$ cat src/rtl/data_mem_unit.sv
// MEM-stage data memory responder: stalls the pipeline for a fixed access latency,
// performs big-endian word/byte loads and stores, and flags illegal requests.
module data_mem_unit #(
  parameter int unsigned Depth   = 256,
  parameter int unsigned Latency = 2
) (
  input  logic        clk_i,
  input  logic        rst_i,
  input  logic        mem_read_i,
  input  logic        mem_write_i,
  input  logic        store_offset_i,
  input  logic        load_byte_i,
  input  logic [15:0] address_i,
  input  logic [15:0] write_data_i,
  output logic [15:0] read_data_o,
  output logic        stall_o,
  output logic        mem_fault_o
);

  localparam int unsigned IdxW      = (Depth > 1) ? $clog2(Depth) : 1;
  localparam int unsigned CntW      = (Latency > 2) ? $clog2(Latency - 1) : 1;
  localparam logic [16:0] ByteLimit = 17'(2 * Depth);

  typedef enum logic [1:0] {StIdle, StWait, StDone} state_e;

  state_e          state_q, state_d;
  logic [CntW-1:0] cnt_q, cnt_d;
  logic            mem_fault_q, mem_fault_d;
  logic [15:0]     read_data_q;

  // Request captured on acceptance so WAIT never re-samples the pipeline inputs.
  logic            req_write_q;
  logic            req_byte_q;
  logic [IdxW:0]   req_addr_q;
  logic [15:0]     req_wdata_q;

  logic [15:0]     mem_q [Depth];

  logic            req;
  logic            illegal;
  logic            do_access;
  logic            acc_write;
  logic            acc_byte;
  logic [IdxW:0]   acc_addr;
  logic [15:0]     acc_wdata;
  logic [IdxW-1:0] acc_idx;
  logic [15:0]     cur_word;
  logic [7:0]      cur_lane;
  logic [15:0]     wr_word;

  assign req     = mem_read_i | mem_write_i;
  assign illegal = (mem_read_i & mem_write_i)
                 | (~load_byte_i & ~store_offset_i & address_i[0])
                 | ({1'b0, address_i} >= ByteLimit);

  // State register
  always_ff @(posedge clk_i or posedge rst_i) begin
    if (rst_i) begin
      state_q     <= StIdle;
      cnt_q       <= '0;
      mem_fault_q <= 1'b0;
    end else begin
      state_q     <= state_d;
      cnt_q       <= cnt_d;
      mem_fault_q <= mem_fault_d;
    end
  end

  // Next-state logic
  always_comb begin
    state_d     = state_q;
    cnt_d       = cnt_q;
    mem_fault_d = 1'b0;
    unique case (state_q)
      StIdle: begin
        if (req) begin
          if (illegal) begin
            state_d     = StDone;
            mem_fault_d = 1'b1;
          end else if (Latency == 1) begin
            state_d = StDone;
          end else begin
            state_d = StWait;
            cnt_d   = CntW'(Latency - 2);
          end
        end
      end
      StWait: begin
        if (cnt_q == '0) begin
          state_d = StDone;
        end else begin
          cnt_d = cnt_q - 1'b1;
        end
      end
      // DONE ignores the still-present request so it cannot re-trigger.
      StDone:  state_d = StIdle;
      default: state_d = StIdle;
    endcase
  end

  // Output logic
  always_comb begin
    stall_o   = req & (state_q != StDone);
    do_access = ~rst_i & (((state_q == StIdle) & req & ~illegal & (Latency == 1))
                          | ((state_q == StWait) & (cnt_q == '0)));
  end

  assign mem_fault_o = mem_fault_q;
  assign read_data_o = read_data_q;

  // Single-cycle access from IDLE uses live inputs; otherwise the captured request.
  always_comb begin
    if (state_q == StIdle) begin
      acc_write = mem_write_i;
      acc_byte  = mem_write_i ? store_offset_i : load_byte_i;
      acc_addr  = address_i[IdxW:0];
      acc_wdata = write_data_i;
    end else begin
      acc_write = req_write_q;
      acc_byte  = req_byte_q;
      acc_addr  = req_addr_q;
      acc_wdata = req_wdata_q;
    end
  end

  assign acc_idx  = acc_addr[IdxW:1];
  assign cur_word = mem_q[acc_idx];
  assign cur_lane = acc_addr[0] ? cur_word[7:0] : cur_word[15:8];

  // Big-endian lanes: even byte address is the high half of the word.
  always_comb begin
    if (!acc_byte) begin
      wr_word = acc_wdata;
    end else if (acc_addr[0]) begin
      wr_word = {cur_word[15:8], acc_wdata[7:0]};
    end else begin
      wr_word = {acc_wdata[7:0], cur_word[7:0]};
    end
  end

  always_ff @(posedge clk_i or posedge rst_i) begin
    if (rst_i) begin
      req_write_q <= 1'b0;
      req_byte_q  <= 1'b0;
      req_addr_q  <= '0;
      req_wdata_q <= '0;
    end else if ((state_q == StIdle) && req) begin
      req_write_q <= mem_write_i;
      req_byte_q  <= mem_write_i ? store_offset_i : load_byte_i;
      req_addr_q  <= address_i[IdxW:0];
      req_wdata_q <= write_data_i;
    end
  end

  always_ff @(posedge clk_i or posedge rst_i) begin
    if (rst_i) begin
      read_data_q <= 16'h0000;
    end else if (do_access && !acc_write) begin
      read_data_q <= acc_byte ? {8'h00, cur_lane} : cur_word;
    end
  end

  // Array contents survive reset.
  always_ff @(posedge clk_i) begin
    if (do_access && acc_write) begin
      mem_q[acc_idx] <= wr_word;
    end
  end

endmodule

$ cat config.mk
export PLATFORM = sky130hd
export DESIGN_NAME = data_mem_unit
export DESIGN_NICKNAME = d
export VERILOG_FILES = /design/src/rtl/data_mem_unit.sv
export SDC_FILE = /design/constraint.sdc
export NUM_CORES = 2
export LEC_CHECK = 0
export CORE_UTILIZATION = 30
export DETAILED_ROUTE_END_ITERATION = 6
export SYNTH_ARGS = -nofsm -noshare
export SYNTH_HDL_FRONTEND = slang
export SYNTH_SLANG_ARGS = --single-unit
$ cat constraint.sdc
create_clock -name clk_i -period 12.4 [get_ports clk_i]
set_input_delay 1.86 -clock clk_i [delete_from_list [all_inputs] [get_ports clk_i]]
set_output_delay 1.86 -clock clk_i [all_outputs]
set_load 0.01 [all_outputs]
Word level (Yosys, flattened, before mapping)
Memories as Yosys holds them, arrays and structs flattened.
Cells that the tools add are included.

word-level totals
  register bits = 47
  latch bits = 0
  RAM bits = 4,096
  bits in read-only memories = 0
  output and inout bits = 18
  memories = 1

memory list
  memory  depth  width  read ports  clocked after memory_dff  write ports  line  RTL
  mem_q   256    16     1           0                         1            37    logic [15:0] mem_q [Depth];

operators by class
  $add $sub $neg = 1
  multipliers = 0
  div/mod/pow operators = 0
  magnitude comparators = 1
  eq/ne operators = 5
  shift-type cells = 0
  muxes and demuxes = 22
  bitwise logic cells = 13
  reductions and logical operators = 8

operators by type and width
  cell                                                                                   count
  16-bit two-way mux                                                                     4
  16-bit by 10-bit greater-or-equal comparator with 1-bit output, second input constant  1
  1-bit two-way mux                                                                      11
  9-bit two-way mux                                                                      1
  8-bit two-way mux                                                                      1
  2-bit inequality test, second input constant                                           4
  1-bit AND                                                                              6
  2-bit two-way mux                                                                      3
  1-bit inverter                                                                         4
  2-bit one-hot mux with 2 select lines                                                  1
  1-bit logical AND                                                                      3
  1-bit bitwise OR                                                                       3
  3-bit AND reduction                                                                    1
  2-bit by 1-bit equality test with 1-bit output, second input constant                  1
  2-bit zero test                                                                        1
  1-bit one-hot mux with 2 select lines                                                  1
  2-bit AND reduction                                                                    1
  2-bit nonzero test                                                                     1
  1-bit zero test                                                                        1
  1-bit subtractor, second input constant                                                1

Logic depth before layout (Yosys ltp)
  depth after elaboration = 8
  gate-level depth with buffers = 16

Worst setup path before layout
OpenSTA, ideal clock, no wires.

  kind = input-to-reg
  start = in address_i[1]
  end = mem mem_q[0][6], data pin
  data arrival time = 10.907 ns
  data required time = 10.771 ns
  path slack = -0.136 ns
  stages = 13
  path through = or4_1 -> o31ai_1 -> buf_2 -> buf_2 -> buf_2 -> buf_1 -> a22o_1 -> a221oi_1 -> o22ai_1 -> o21ai_0 -> a41oi_1 -> nor4_1 -> mux2i_1

on the way
  word-level cells in the longest chain between the ends = 4

RTL lines
  element              line  RTL
  start: declaration   13    input logic [15:0] address_i,
  9-bit two-way mux    113   if (state_q == StIdle) begin
  memory 256 x 16 bit  -
  16-bit two-way mux   134   end else if (acc_addr[0]) begin
  16-bit two-way mux   132   if (!acc_byte) begin
  net wr_word[6]       49    logic [15:0] wr_word;
  end: declaration     37

The timed path passes the listed nets, and every way through them passes these cells.

Worst setup path after layout
  start = in address_i[1]
  end = mem mem_q[33][6], data pin

The elaborated chain is that of the path after synthesis.

==> run_results.csv <==
group,metric,value,unit
cells_and_area,areaGrowthSynthToFinish,15.3,%
cells_and_area,fin_nets,8887,
timing,fmax,121,MHz
timing,setup_viol,0,
routing,drt_pre_antenna_iters,6,
worst_setup_path,timing.rr.start,"state_q[1]$_DFFE_PP0P_",
worst_setup_path,r2r_slack,4250,ps
routing,routedWlPerCell,28.7,um
worst_setup_path,cp.required,12960,ps
synthesis,ys_seq_elements,4142,
synthesis,syn_nets,8626,
clock_tree,cts_made_buffers,399,
timing,slew_violations,4,
pwr,seqPwrFrac,0.503,
run,drv_cap,2,
routing,drt-total-wl,456,mm
clock_tree,cts_setup_buffers,0,
routing,ant_nets,0,
routing,avgViaCountPerCell,5.60,
pwr,p_comb_frac,0.139,
synthesis,mappedNetlistArea,153000,um^2
status,status,"complete, but fails checks",
clock_tree,htree_num_levels,5,
global_routing,antenna_found_initial,19,
global_routing,grt_max_degree,193,
placed_design,globalplace.congestion,0.875,
worst_setup_path,end_kind,"flip-flop",
synthesis,synth_most_common_cell,"edfxtp_1",
synthesis,avgSynthCellArea,17.8,um^2
floorplan,ioPinCount,56,
worst_setup_path,r2r_end,"mem_q[194][15]$_DFFE_PP_",
timing,period_share,0.664,
timing,fin_setup_tns,0,ps
synthesis,yosysTopAreaCellShare,0.805,
timing,worst_pin_slew,1510,ps
synthesis,async_flop_share,0.0111,
clock_tree,ctsResizeCount,0,
global_routing,groute.usage.overall,0.171,
floorplan,initial_core_util,0.302,
pwr,sw_frac_of_total,0.265,
clock_tree,cts_tree,"built",
worst_setup_path,crit_fanout,176,
clock_tree,hold_buffers,0,
synthesis,ys_seq_area_frac,0.812,
global_routing,grt_pass1_wl,642,mm
global_routing,grt_pass1_vias,86100,
timing,final_hold_viol_count,0,
routing,drt_iter0_drc,13500,
routing,num_vias,89000,
pwr,switchingPower,8.82,mW
cells_and_area,finalCoreUtilization,0.348,
clock_tree,clock-root-buffer,"clkbuf_16",
timing,final.setup_skew,67.0,ps
floorplan,core-area,506000,um^2
cells_and_area,drive_gt1_frac,0.123,
placed_design,dpl.hpwl,250,mm
pwr,p_total,33.2,mW
floorplan,dieArea,512000,um^2
timing,rsz0062_at_grt,"no",
worst_setup_path,start_kind,"input pin",
timing,relSlewSlack,-0.0173,
floorplan,die_h,716,um
pwr,p_leak,52.7,nW
floorplan,die_width,716,um
synthesis,synth_top_area_cell,"edfxtp_1",
synthesis,synth_edf_count,4096,
pwr,pwr-share-clk,0.358,
worst_setup_path,critPathLaunch,"address_i[1]",
pwr,powerDensity,189,nW/um^2
worst_setup_path,crit_end,"mem_q[33][6]$_DFFE_PP_",
clock_tree,cts.path.max_buffers,4,
synthesis,synth_top_cells_by_count,"edfxtp_1, a22oi_1, a21oi_1",
worst_setup_path,crit_type,"in2reg",
cells_and_area,finalInstanceArea,176000,um^2
synthesis,synth_cell_type_count,49,
routing,drc,0,
pwr,ir_drop,0.152,mV
placed_design,io_buffers,55,
placed_design,place_area,164000,um^2
timing,hold_slack,508,ps
pwr,p_int,24.4,mW
synthesis,yosysWarnings,0,
global_routing,grt_overflow,0,
worst_setup_path,critical_path_arrival,8800,ps
worst_setup_path,reg2reg_depth,12,
clock_tree,clock-sinks,4142,
synthesis,ys_dominant_reg_cell,"edfxtp_1",
clock_tree,clk_latency,980,ps
synthesis,synthCells,8588,
worst_hold_path,hold_class,"reg2reg",
clock_tree,path_clk_slew,60,ps
synthesis,ys_top_cells_by_area,"edfxtp_1, a22oi_1, a21oi_1, a221oi_1, a22o_1",
status,failed_checks,"capacitance limit, slew limit",
floorplan,rows,261,
timing,period_minus_slack,8240,ps
[cell usage in the layout (no fill, tap or decap), types with 11 or more instances in the layout]
master,synthesis,routed
edfxtp_1,4096,4096
a22oi_1,1512,1512
a21oi_1,770,770
clkbuf_16,0,407
buf_4,23,401
a22o_1,270,270
a221oi_1,270,270
nor2_1,265,241
o22ai_1,154,153
o41ai_1,150,131
clkinv_1,0,90
clkbuf_1,270,89
o21ai_0,79,75
nand2_1,77,74
clkinv_2,0,72
clkdlybuf4s50_1,0,55
buf_12,0,49
dfrtp_1,46,46
a41oi_1,44,44
nor4_1,53,41
bufinv_16,0,34
mux2_2,25,25
nor2_2,1,20
o41ai_2,0,19
nand3_2,0,16
nor4_2,0,12
mux2i_1,17,11
[layer usage]
metal	track usage	vias to the layer above	part of all wire	wire (um)
met5	0	-	0.00011	52
met3	0.0393	895	0.11	51100
li1	-	36700	-	-
met2	0.269	5393	0.46	210000
met1	0.230	46000	0.39	177000
met4	0.0647	8	0.041	18900
[metrics by stage]
| step | instances | setup WS [ps] |
|---|---|---|
| floorplan | 8588 | -136 |
| global placement | 15200 | 3850 |
| detailed placement | 15200 | 3740 |
| CTS | 15900 | 4720 |
| global route | 15900 | 4190 |
| finish | 15900 | 4160 |
[area by class of cell]
class,count,area [um^2]
multi-input cells,3795,26500
well taps,6706,8390
diodes,5,12.5
clock inverters,225,2090
fillers,46900,330000
inverters,5,18.8
clock buffers,497,10500
flip-flops and latches,4142,124000
repair buffers,506,4550
[critical path, stage by stage]
cell and delay [ps]:
clkdlybuf4s50_1 500, or4b_2 750, o21ai_4 450, buf_12 400, buf_4 560, a221oi_1 210
o22ai_1 200, o21ai_0 420, a41oi_1 1030, nor4_1 270, mux2i_4 970, buf_12 540
[cells by family (layout without fill, tap and decap cells)]
group	count (synthesis)	after routing	synth area share
flip-flops	4142	4142	0.812
AO/OA/AOI/OAI	3287	3287	0.152
AND/OR/NAND/NOR	466	466	0.0134
multiplexers	42	42	0.00296
buffers and inverters	651	1233	0.0188
other	0	5	0
[power by group through the flow]
stage | Sequential (mW) | Combinational, mW | Clock (mW)
after floorplan | 17.4 | 2.44 | 0
after global placement | 17.0 | 4.41 | 0
after detailed placement | 17.0 | 4.54 | 0
after CTS | 16.7 | 4.55 | 12.0
after global routing | 16.7 | 4.83 | 12.5
final | 16.7 | 4.61 | 11.9
[how the worst min path moves through the flow]
stage	from	to	slack (ps)	depth (start not counted)
CTS	req_wdata_q[1]$_DFFE_PP0P_	req_wdata_q[1]$_DFFE_PP0P_	510	1
global placement	req_wdata_q[6]$_DFFE_PP0P_	req_wdata_q[6]$_DFFE_PP0P_	490	1
finish	req_wdata_q[7]$_DFFE_PP0P_	req_wdata_q[7]$_DFFE_PP0P_	510	1
floorplan	req_write_q$_DFFE_PP0P_	req_write_q$_DFFE_PP0P_	470	1
global route	req_wdata_q[10]$_DFFE_PP0P_	req_wdata_q[10]$_DFFE_PP0P_	530	1
detailed placement	req_wdata_q[1]$_DFFE_PP0P_	req_wdata_q[1]$_DFFE_PP0P_	500	1
[registers in the layout, summed over array words and instances (netlist names)]
name and count:
req_addr_q 9, req_wdata_q 16, req_write_q 1, mem_fault_o 1, state_q 2, read_data_o 16, mem_q 4096, req_byte_q 1
Power figures use the tool's default switching activity.
